==> src/rtl/ifu_pkg.sv <==
// Shared definitions for the instruction fetch unit: state encoding,
// the NOP instruction placed in the output register at reset, the default
// reset PC and a small helper that turns a PC into its 64-bit word address.
package ifu_pkg;

  localparam int XLEN = 64;

  localparam logic [XLEN-1:0] DEFAULT_RESET_PC = 64'h8000_0000;
  localparam logic [31:0]     NOP_INST         = 32'h0000_0013;

  localparam logic [2:0] ST_IDLE  = 3'd0;
  localparam logic [2:0] ST_REQ   = 3'd1;
  localparam logic [2:0] ST_WAIT  = 3'd2;
  localparam logic [2:0] ST_FLUSH = 3'd3;
  localparam logic [2:0] ST_HOLD  = 3'd4;

  typedef enum logic [2:0] {
    IDLE  = ST_IDLE,
    REQ   = ST_REQ,
    WAIT  = ST_WAIT,
    FLUSH = ST_FLUSH,
    HOLD  = ST_HOLD
  } ifu_state_e;

  // Instruction memory is 64 bits wide, so reads are always word aligned.
  function automatic logic [XLEN-1:0] word_addr(input logic [XLEN-1:0] pc);
    return {pc[XLEN-1:3], 3'b000};
  endfunction

endpackage

==> src/rtl/ifu_pc_gen.sv <==
// Next-PC select for the fetch unit. Purely combinational: the PC register
// itself lives in ifu_fetch. A redirect always wins over sequential advance,
// and redirect targets are forced to a 4-byte boundary.
module ifu_pc_gen
  import ifu_pkg::*;
(
  input  logic [XLEN-1:0] pc,
  input  logic            advance,
  input  logic            redirect_valid,
  input  logic [XLEN-1:0] redirect_pc,
  output logic [XLEN-1:0] pc_next
);

  // Low two redirect bits are dropped by design; keep them visibly consumed.
  logic unused_redirect_low;
  assign unused_redirect_low = ^redirect_pc[1:0];

  // Select: redirect target, pc+4 (wraps modulo 2^64), or hold.
  always_comb begin
    pc_next = pc;
    if (redirect_valid) begin
      pc_next = {redirect_pc[XLEN-1:2], 2'b00};
    end else if (advance) begin
      pc_next = pc + 64'd4;
    end
  end

endmodule

==> src/rtl/ifu_fetch.sv <==
// Instruction fetch unit. Owns the PC, issues one 64-bit read at a time to
// instruction memory, picks the 32-bit half addressed by pc[2] and offers
// {inst, inst_pc} to decode. Redirects from execute may arrive in any state;
// a read already in flight is drained (FLUSH) rather than cancelled.
// Optional build macro: IFU_STALL_CNT_EN adds the stall_cnt output, which
// counts cycles spent in REQ, WAIT or FLUSH (saturating).
module ifu_fetch
  import ifu_pkg::*;
#(
  parameter logic [XLEN-1:0] RESET_PC = DEFAULT_RESET_PC
) (
  input  logic            clk,
  input  logic            rst,
  input  logic            redirect_valid,
  input  logic [XLEN-1:0] redirect_pc,
  output logic [XLEN-1:0] araddr,
  output logic            arvalid,
  input  logic            arready,
  input  logic [XLEN-1:0] rdata,
  input  logic            rvalid,
  output logic            rready,
  output logic [31:0]     inst,
  output logic [XLEN-1:0] inst_pc,
  output logic            inst_valid,
  input  logic            inst_ready
`ifdef IFU_STALL_CNT_EN
  ,
  output logic [XLEN-1:0] stall_cnt
`endif
);

  ifu_state_e      state_reg;
  logic [XLEN-1:0] pc_reg;
  logic [XLEN-1:0] pc_next;
  logic [XLEN-1:0] araddr_reg;
  logic [XLEN-1:0] inst_pc_reg;
  logic [31:0]     inst_reg;
  logic            arvalid_reg;
  logic            rready_reg;
  logic            inst_valid_reg;
  logic            redirect_pend_reg;
  logic            advance;

  // Decode taking the held instruction moves the PC on; a simultaneous
  // redirect overrides it inside ifu_pc_gen.
  assign advance = (state_reg == HOLD) && inst_ready;

  ifu_pc_gen u_pc_gen (
    .pc             (pc_reg),
    .advance        (advance),
    .redirect_valid (redirect_valid),
    .redirect_pc    (redirect_pc),
    .pc_next        (pc_next)
  );

  // Fetch FSM with registered handshake outputs. araddr is captured on entry
  // to REQ so a redirect during REQ cannot disturb the address being offered.
  always_ff @(posedge clk) begin
    if (rst) begin
      state_reg         <= IDLE;
      pc_reg            <= RESET_PC;
      araddr_reg        <= word_addr(RESET_PC);
      arvalid_reg       <= 1'b0;
      rready_reg        <= 1'b0;
      inst_valid_reg    <= 1'b0;
      inst_reg          <= NOP_INST;
      inst_pc_reg       <= RESET_PC;
      redirect_pend_reg <= 1'b0;
    end else begin
      pc_reg <= pc_next;
      case (state_reg)
        IDLE: begin
          state_reg   <= REQ;
          arvalid_reg <= 1'b1;
          araddr_reg  <= word_addr(pc_next);
        end
        REQ: begin
          if (redirect_valid) begin
            redirect_pend_reg <= 1'b1;
          end
          if (arready) begin
            arvalid_reg <= 1'b0;
            rready_reg  <= 1'b1;
            // The response to a stale address must be drained, not used.
            // redirect_pend stays set until FLUSH retires that response, so
            // it is never observed set in WAIT.
            if (redirect_valid || redirect_pend_reg) begin
              state_reg <= FLUSH;
            end else begin
              state_reg <= WAIT;
            end
          end
        end
        WAIT: begin
          if (redirect_valid) begin
            if (rvalid) begin
              // Response consumed this cycle; nothing left to flush.
              rready_reg  <= 1'b0;
              state_reg   <= REQ;
              arvalid_reg <= 1'b1;
              araddr_reg  <= word_addr(pc_next);
            end else begin
              state_reg <= FLUSH;
            end
          end else if (rvalid) begin
            rready_reg     <= 1'b0;
            inst_reg       <= pc_reg[2] ? rdata[63:32] : rdata[31:0];
            inst_pc_reg    <= pc_reg;
            inst_valid_reg <= 1'b1;
            state_reg      <= HOLD;
          end
        end
        FLUSH: begin
          if (rvalid) begin
            rready_reg        <= 1'b0;
            redirect_pend_reg <= 1'b0;
            state_reg         <= REQ;
            arvalid_reg       <= 1'b1;
            araddr_reg        <= word_addr(pc_next);
          end
        end
        HOLD: begin
          if (redirect_valid || inst_ready) begin
            inst_valid_reg <= 1'b0;
            state_reg      <= REQ;
            arvalid_reg    <= 1'b1;
            araddr_reg     <= word_addr(pc_next);
          end
        end
        default: begin
          state_reg      <= IDLE;
          arvalid_reg    <= 1'b0;
          rready_reg     <= 1'b0;
          inst_valid_reg <= 1'b0;
        end
      endcase
    end
  end

  assign araddr     = araddr_reg;
  assign arvalid    = arvalid_reg;
  assign rready     = rready_reg;
  assign inst       = inst_reg;
  assign inst_pc    = inst_pc_reg;
  assign inst_valid = inst_valid_reg;

`ifdef IFU_STALL_CNT_EN
  logic [XLEN-1:0] stall_cnt_reg;

  // Count cycles waiting on memory; holds at all-ones instead of wrapping.
  always_ff @(posedge clk) begin
    if (rst) begin
      stall_cnt_reg <= '0;
    end else if (((state_reg == REQ) || (state_reg == WAIT) || (state_reg == FLUSH)) &&
                 (stall_cnt_reg != {XLEN{1'b1}})) begin
      stall_cnt_reg <= stall_cnt_reg + 64'd1;
    end
  end

  assign stall_cnt = stall_cnt_reg;
`endif

endmodule
==> config.mk <==
export PLATFORM = sky130hd
export DESIGN_NAME = ifu_fetch
export DESIGN_NICKNAME = d
export VERILOG_FILES = /design/src/rtl/ifu_pkg.sv /design/src/rtl/ifu_pc_gen.sv /design/src/rtl/ifu_fetch.sv
export SDC_FILE = /design/constraint.sdc
export NUM_CORES = 1
export LEC_CHECK = 0
export BUFFER_PORTS_ARGS = -buffer_cell sky130_fd_sc_hd__buf_2
export CAP_MARGIN = 20
export CORE_ASPECT_RATIO = 1.75
export CORE_MARGIN = 1.5
export CORE_UTILIZATION = 45
export DETAILED_ROUTE_END_ITERATION = 10
export PLACE_DENSITY = 0.71
export REMOVE_ABC_BUFFERS = 1
export SETUP_SLACK_MARGIN = 0.15
export SLEW_MARGIN = 20
export SYNTH_ARGS = -nofsm -noshare
export SYNTH_HDL_FRONTEND = slang
export SYNTH_SLANG_ARGS = --single-unit
==> constraint.sdc <==
create_clock -name clk -period 2.71 [get_ports clk]
set_input_delay 0.271 -clock clk [delete_from_list [all_inputs] [get_ports clk]]
set_output_delay 0.271 -clock clk [all_outputs]
set_load 0.005 [all_outputs]
-- Word level (Yosys, flattened, before mapping)
Index checks and enable logic that the tools add are counted.
- register bits after elaboration: 231
- bits in latches: 0
- bits in writable memories: 0
- memory bits (read-only): 0
- input port bits: 134
- output and inout bits: 163
- logic and storage cells: 75
- memories kept: 0
- add/subtract/negate cells: 1
- multiply operators: 0
- div/mod/pow operators: 0
- order comparisons: 0
- eq/ne operators: 13
- shifts and indexed selects: 0
- mux-type cells: 29
- bitwise logic cells: 3
- reductions and logical operators: 18
- operator list (cell ; number):
    $mux 64 ; 5
    $pmux 64 s4 ; 1
    $add 64x3->64 const B ; 1
    $mux 32 ; 1
    $mux 3 ; 5
    $pmux 3 s5 ; 1
    $reduce_and 3->1 ; 5
    $ne 2x2->1 const B ; 6
    $mux 1 ; 11
    $reduce_and 4->1 ; 2
    $eq 3x2->1 const B ; 2
    $pmux 1 s3 ; 2
    $reduce_or 2->1 ; 3
    $pmux 1 s5 ; 1
    $ne 2x1->1 const B ; 2
    $reduce_bool 2->1 ; 2
    $reduce_bool 4->1 ; 1
    $eq 3x1->1 const B ; 1
    $eq 3x3->1 const B ; 1
    $logic_not 3->1 ; 1
    $ne 3x3->1 const B ; 1
    $not 1->1 ; 3
    $reduce_or 3->1 ; 1
    $logic_or 1x1->1 ; 2
    3 further kinds ; 3

-- Logic depth before layout (Yosys ltp)
Gate-level depths: netlist (run 1).
- word-level depth: 7
- gate-level depth with buffers: 9
- depth with buffers taken out: 7

-- By module
From an unflattened synthesis (run 1), not the netlist that was laid out.
- cells, all modules: 1189
- area total of the unflattened synthesis: 10452.5 um2
- by module, submodules not included (module ; times used ; cells each ; area each (um2) ; sequential area each (um2)):
    ifu_fetch ; 1 ; 813 ; 8329.2 ; 4564.4
    ifu_pc_gen ; 1 ; 376 ; 2123.3 ; 0.0

-- Worst setup path before layout (run 1)
Ideal clock, no wire load.
- path type: register -> register
- from: register pc_reg[37]
- to: register araddr_reg[47], in the netlist araddr[47]
- library setup time: 0.122 ns
- arrival: 2.140 ns
- required time: 2.588 ns
- setup slack: 0.449 ns
- stages on the path, launching flop included: 8
- path buffers: 1
- clock period less this slack: 2.261 ns
- cell sequence: dfxtp_1 -> clkbuf_1 -> nand4_1 -> or4_4 -> nor4_4 -> nand3_1 -> xnor2_1 -> o311a_1
- cells in the longest elaborated chain, start to end: 6
- elaborated cells between the ends (all ways): 7
- those cells by class: add/sub: 1; mux: 6
- RTL lines (element ; line ; source):
    start: declaration ; ifu_fetch.sv:33 ; logic [XLEN-1:0] pc_reg;
    start signal: assignment ; ifu_fetch.sv:70 ; pc_reg <= pc_next;
    $add 64x3->64 * ; ifu_pc_gen.sv:24 ; pc_next = pc + 64'd4;
    $mux 64 * ; ifu_pc_gen.sv:23 ; end else if (advance) begin
    $mux 64 * ; ifu_pc_gen.sv:21 ; if (redirect_valid) begin
    $mux 64 ; ifu_fetch.sv:96, ifu_fetch.sv:114 ;
    $mux 64 ; ifu_fetch.sv:95 ; if (redirect_valid) begin
    $pmux 64 s4 * ; ifu_fetch.sv:71 ; case (state_reg)
    end signal: assignment ; ifu_fetch.sv:75 ; araddr_reg <= word_addr(pc_next);
    end signal: assignment ; ifu_fetch.sv:101 ; araddr_reg <= word_addr(pc_next);
    end signal: assignment ; ifu_fetch.sv:119 ; araddr_reg <= word_addr(pc_next);
    end: declaration ; ifu_fetch.sv:35 ; logic [XLEN-1:0] araddr_reg;
Every way passes the cells marked *; elsewhere a longest branch is shown, timed or not. The select of a mux whose other input is x is not followed.
A chain may end at the register's enable or synchronous reset.

-- Worst setup path in the final report (run 1)
- from: register pc_reg[32]
- to: register araddr_reg[47], in the netlist araddr[47]
Same word-level chain as after synthesis.

==> results of run 1 <==
-- cells in the final DEF, fill, tap and decap left out, types with 7 or more instances in the layout --
cell	instances
a211oi_1	42
a21oi_1	99
a31oi_1	7
and2_1	10
and3_1	16
and4_1	11
buf_2	287
buf_4	44
clkbuf_16	23
dfxtp_1	223
inv_1	8
mux2i_1	48
nand2_1	213
nand2b_1	10
nand3_1	60
nand4_1	30
nor2_1	116
nor3_1	27
nor4_1	12
o211ai_1	7
o21a_1	8
o21ai_0	41
o41ai_1	9
xnor2_1	30
xor2_1	17
-- worst register-to-register path: cells and delay by family (launching register included) --
kind | cells | cell delay (ns)
XOR/XNOR | 1 | 0.16
buffers and inverters | 1 | 0.24
flip-flops | 1 | 0.47
AND/OR/NAND/NOR | 4 | 1.11
AO/OA/AOI/OAI | 1 | 0.34
-- layout make-up --
class                      count  area (um^2)
fill                        2111         9340
multi-input combinational    890         5130
sequential                   224         4490
timing repair buffer         335         1830
clock buffer                  28          624
tap                          296          370
clock inverter                10          164
inverter                      10         37.5
antenna                        2         5.00
-- cells by family (layout without fill, tap and decap cells) --
| family | Yosys count | after routing |
|---|---|---|
| xor+xnor | 47 | 47 |
| buf+inv | 109 | 383 |
| mux | 48 | 48 |
| simple gates | 535 | 535 |
| compound gates | 254 | 254 |
| fa+ha+maj | 1 | 1 |
| flops | 224 | 224 |
| other cells | 1 | 7 |
-- layer usage --
layer / wire, um / vias to the layer above
met5: 0 / -
met2: 16700 / 338
met1: 11600 / 4621
met3: 1910 / 87
met4: 1430 / 0
li1: - / 4811
-- stage by stage --
stage	setup WS, ns	instance area [um^2]	total power, mW	instances	hold WS (ns)
6_report	0.280	12600	8.04	1795	0.0130
5_1_grt	0.159	12600	8.37	1795	0.0138
4_1_cts	0.249	12600	8.10	1793	0.00000866
3_5_place_dp	0.261	11800	4.77	1754	0.443
3_3_place_gp	0.384	11800	4.74	1754	0.438
2_1_floorplan	-2.09	9620	4.21	1124	0.336
-- final timing paths --
| path | startpoint | end | slack, ns | cells after the start |
|---|---|---|---|---|
| setup / recovery | pc_reg[32] | araddr[47] | 0.28 | 7 |
| hold / removal | redirect_pc[13] | pc_reg[13] | 0.01 | 3 |
| setup reg to reg | pc_reg[32] | araddr[47] | 0.28 | 7 |
| hold reg to reg | inst_pc[63] | inst_pc[63] | 0.45 | 2 |
-- power groups by stage --
stage / sequential [mW] / clock, mW / combinational (mW)
6_report: 3.64 / 3.34 / 1.06
4_1_cts: 3.64 / 3.40 / 1.06
3_3_place_gp: 3.71 / 0 / 1.03
5_1_grt: 3.66 / 3.53 / 1.17
2_1_floorplan: 3.72 / 0 / 0.492
3_5_place_dp: 3.71 / 0 / 1.06
-- what timing repair did --
item,CTS,global route
endpoints found under the hold margin,1,0
hold buffers,1,0
gates resized for setup,0,1
buffers inserted,0,0
endpoints found under the setup margin,0,1
==> key figures, run 1 <==
Logic synthesis
  – Most common cell in the synthesized netlist: dfxtp_1
  – Register area share after synthesis: 44.8%
  – Post-synthesis mux area share: 4.80%
  – Post-synth top cells: dfxtp_1 (224), nand2_1 (213), nor2_1 (117)
  – Avg Inst Size Synth: 8.22 um^2
  – YS warnings: 0
  – Simple-gate share of the synthesized area: 25.5%
  – Netlist cell types: 60
  – Post-Synth Adder-Cell Area: 0.125%
  – Post-Synth XOR/XNOR Area: 4.11%
  – Post-synth EDFFs: 0
  – Main combinational cell family by area after synthesis: simple AND/OR/NAND/NOR gates
  – Synth top area cells: dfxtp_1 (45%), nand2_1 (8.0%), a21oi_1 (4.9%)
  – Async S/R FF share, synth: 0%
  – Predominant post-synthesis flop cell: dfxtp_1
  – Cells after Synth: 1219
  – Area share of the largest cell type after synthesis: 44.8%
  – Post-Syn Area: 0.0100 mm^2
  – Cell taking the most area after synthesis: dfxtp_1
  – Seq cells post-synth: 224
  – Synth Area in Compound Gates: 16.2%

Worst setup path
  – CP peak stage delay: 0.59 ns
  – Slowest CP cell: or4_4
  – CP startpoint kind: flip-flop
  – Critical path type: flip-flop to flip-flop
  – Worst-path fanout max: 10
  – Req. time, crit path: 3.11 ns
  – Cells along the critical path: nand4_4 > or4_4 > nor4_4 > buf_4 > nand3_1 > xnor2_1 > o311a_1
  – Top delay family on crit path: simple AND/OR/NAND/NOR gates
  – CP Capture Type: flip-flop
  – Buf+Inv Stages, Crit Path: 1
  – Data arrival time of the worst path: 2.83 ns

Route
  – Overall routed net length: 31600 um
  – Drt first pass iters: 6
  – DRC viols: 0
  – Routed WL per cell: 17.6 um
  – Via count: 9857
  – ANT nets after route: 0
  – Iteration-0 DRC Markers: 572
  – Vias per cell: 5.49

STA
  – Highest Clock Rate: 412 MHz
  – Period utilization: 89.7%
  – Unrepaired setup endpoints after global routing: no
  – Slew @ Worst Pin: 0.698 ns
  – Max_slew headroom: 53.5%
  – Worst Clk Skew: 0.0174 ns
  – Final Hold Viols: 0
  – Setup tns final: 0 ns
  – Final Critical Period: 2.43 ns
  – Endpoints failing setup: 0
  – Pins Over Slew Limit: 0

GRT
  – Grt met2 use: 48.1%
  – GRT busiest layer: met2
  – Wire length of the first global-routing pass: 49300 um
  – Largest net degree at the start of global routing: 144
  – Vias in the first global route: 9731
  – GR Util All Layers: 26.7%
  – Gr ovfl total: 0
  – Met1 usage: 28.8%
  – Met3 Resource Use GR: 5.33%
  – Initial antenna violation count: 2

Pwr
  – P_leak: 5.31 nW
  – Net Switching: 2.11 mW
  – PwrDens: 636 mW/mm^2
  – Power share of the sequential group: 45.3%
  – Net Sw Frac: 26.2%
  – P_int: 5.94 mW
  – VDD IR max: 0.465 mV
  – Combinational group share of total power: 13.1%
  – Clock network power share: 41.6%

Die
  – Initial Utilization: 45.6%
  – # IOs: 297
  – Site Rows: 72
  – DIE AREA: 0.0232 mm^2
  – Die height: 200 um
  – Die W: 116 um
  – CORE AREA: 0.0220 mm^2

Cells and area
  – Layout cells sized above 1: 26.3%
  – Syn-to-layout area delta: 26.2%
  – Fin util: 57.5%
  – Final net count: 1618

Clocking
  – Clock-pin slew on the worst setup and hold paths: 0.06 ns
  – Clk Tree Root Cell: clkbuf_16
  – Bufs on Longest Clock Path: 3
  – Cts bufs inserted: 22
  – H-tree levels: 1
  – # clock sinks: 224
  – CTS tree: yes
  – Clk_lat worst skew: 0.51 ns

Job
  – Max Cap Viol: 0

Status
  – Run status: finished, final reports clean

Placement
  – Hpwl dp: 22400 um
  – RePlAce Congestion: 0.886
  – Port Buf Inserts: 289

Hold path
  – Worst hold path class: primary input to flip-flop
Note: power is estimated with default switching activity, not from simulation.
==> inputs of run 2 (changes only) <==
--- a/config.mk
+++ b/config.mk
@@ -11,6 +11,7 @@
 export CORE_MARGIN = 1.5
 export CORE_UTILIZATION = 45
 export DETAILED_ROUTE_END_ITERATION = 10
+export GPL_TIMING_DRIVEN = 0
 export PLACE_DENSITY = 0.71
 export REMOVE_ABC_BUFFERS = 1
 export SETUP_SLACK_MARGIN = 0.15
==> key figures, run 2 (synthesized netlist as in run 1, its figures left out) <==
Route
  – Routed WL per cell: 17.7 um
  – Iteration-0 DRC Markers: 607
  – ANT nets after route: 0
  – Via count: 9738
  – Met2 WL: 16800 um
  – Drt first pass iters: 5
  – WL met3: 1830 um
  – Met1 WL: 12000 um
  – DRC viols: 0
  – Overall routed net length: 31500 um
  – Top Layer Used: met4
  – Vias per cell: 5.48

STA
  – Final Critical Period: 2.49 ns
  – Period utilization: 91.8%
  – Worst Clk Skew: 0.0210 ns
  – Endpoints failing setup: 0
  – Highest Clock Rate: 402 MHz
  – Final Hold Viols: 0
  – Setup tns final: 0 ns
  – Unrepaired setup endpoints after global routing: yes
  – Pins Over Slew Limit: 0
  – Max_slew headroom: 52.6%
  – Slew @ Worst Pin: 0.708 ns

Die
  – Site Rows: 72
  – Die W: 116 um
  – # IOs: 297
  – Die height: 200 um
  – CORE AREA: 0.0220 mm^2
  – DIE AREA: 0.0232 mm^2
  – Initial Utilization: 45.6%

Pwr
  – PwrDens: 619 mW/mm^2
  – VDD IR max: 0.492 mV
  – P_leak: 5.28 nW

Cells and area
  – Layout cells sized above 1: 26.5%
  – Leading cell type in the layout, fill and taps excluded: buf_2
  – Final net count: 1601
  – Fin util: 57.8%
  – # fillers: 2114
  – Commonest non-fill, non-tap cells in the layout: buf_2 (287), dfxtp_1 (217), nand2_1 (213)
  – Syn-to-layout area delta: 26.9%
  – Inserted Diodes: 0

GRT
  – Wire length of the first global-routing pass: 48700 um
  – Largest net degree at the start of global routing: 124
  – Initial antenna violation count: 1
  – GR Util All Layers: 26.2%
  – Gr ovfl total: 0
  – Vias in the first global route: 9474

Placement
  – RePlAce Congestion: 0.812
  – Hpwl dp: 21800 um
  – Port Buf Inserts: 289

Clocking
  – H-tree levels: 1
  – Clock-pin slew on the worst setup and hold paths: 0.07 ns
  – Cts bufs inserted: 20
  – Clk Tree Root Cell: clkbuf_16
  – CTS tree: yes
  – Clk_lat worst skew: 0.51 ns
  – Bufs on Longest Clock Path: 3
  – # clock sinks: 224

Worst setup path
  – Req. time, crit path: 3.09 ns
  – CP peak stage delay: 0.57 ns
  – CP Capture Type: flip-flop
  – FF-to-FF Start: pc_reg[29]
  – Setup crit start: pc_reg[29]
  – Data arrival time of the worst path: 2.87 ns
  – CP startpoint kind: flip-flop
  – Slowest CP cell: or4_4
  – Critical path type: flip-flop to flip-flop
  – Worst-path fanout max: 10
  – Cells along the critical path: nand4_1 > or4_4 > nor4_4 > buf_4 > nand3_1 > xnor2_1 > o311a_1

Hold path
  – Worst hold path class: primary input to flip-flop
  – Worst hold start: redirect_pc[31]

Status
  – Run status: finished, final reports clean

Job
  – Max Cap Viol: 0
[run 2: layer usage]
metal,track usage [%],vias to the layer above
met5,0,-
met4,9.63,0
met3,4.42,53
met2,48.8,343
met1,28.9,4577
li1,-,4765
[run 2: area by class of cell]
type                            instances  area (um^2)  area share (%)
Sequential cell                       224         4500            35.4
Clock inverter                         11          159            1.25
Multi-Input combinational cell        891         5200            40.9
Clock buffer                           25          561            4.41
Timing Repair Buffer                  319         1880            14.8
Tap cell                              296          370            2.91
Inverter                               10         40.0           0.315
[run 2: power by group]
group	switching (mW)	leakage [nW]	total [mW]	internal, mW
registers	0.185	1.83	3.67	3.49
logic	0.608	3.08	1.06	0.448
clock network	1.28	0.360	3.14	1.86
total	2.07	5.28	7.86	5.79
[run 2: critical path, delay by kind of cell, from the launching register on]
family | cells | cell delay [ns]
buffers and inverters | 1 | 0.23
flip-flops | 1 | 0.49
XOR/XNOR | 1 | 0.16
AO/OA/AOI/OAI | 1 | 0.34
AND/OR/NAND/NOR | 4 | 1.13
[run 2: what timing repair did]
| item | in CTS | in global routing |
|---|---|---|
| hold buffers | 3 | 0 |
| endpoints found under the setup margin | 98 | 48 |
| pin swaps | 6 | 5 |
| hold endpoints to repair | 3 | 0 |
| resized for setup | 12 | 12 |
| setup buffers | 10 | 5 |
| cloned | 0 | 1 |
[run 2: per-stage QoR]
| stage | hold WS, ns | total power [mW] | cell area (um^2) | setup WS (ns) | cells |
|---|---|---|---|---|---|
| after floorplan | 0.336 | 4.21 | 9620 | -2.09 | 1124 |
| after global placement | 0.438 | 4.70 | 11400 | -5.87 | 1709 |
| after detailed placement | 0.443 | 4.77 | 11800 | -0.872 | 1721 |
| after CTS | 0.000513 | 7.91 | 12600 | 0.0988 | 1770 |
| after global routing | 0.0321 | 8.17 | 12700 | 0.111 | 1776 |
| final | 0.0192 | 7.86 | 12700 | 0.223 | 1776 |
[run 2: final timing paths]
| path | slack (ns) | to | cells after the start |
|---|---|---|---|
| min | 0.02 | pc_reg[31] | 3 |
| max | 0.22 | araddr[47] | 7 |
| max reg2reg | 0.22 | araddr[47] | 7 |
| min reg2reg | 0.45 | inst_pc[53] | 2 |
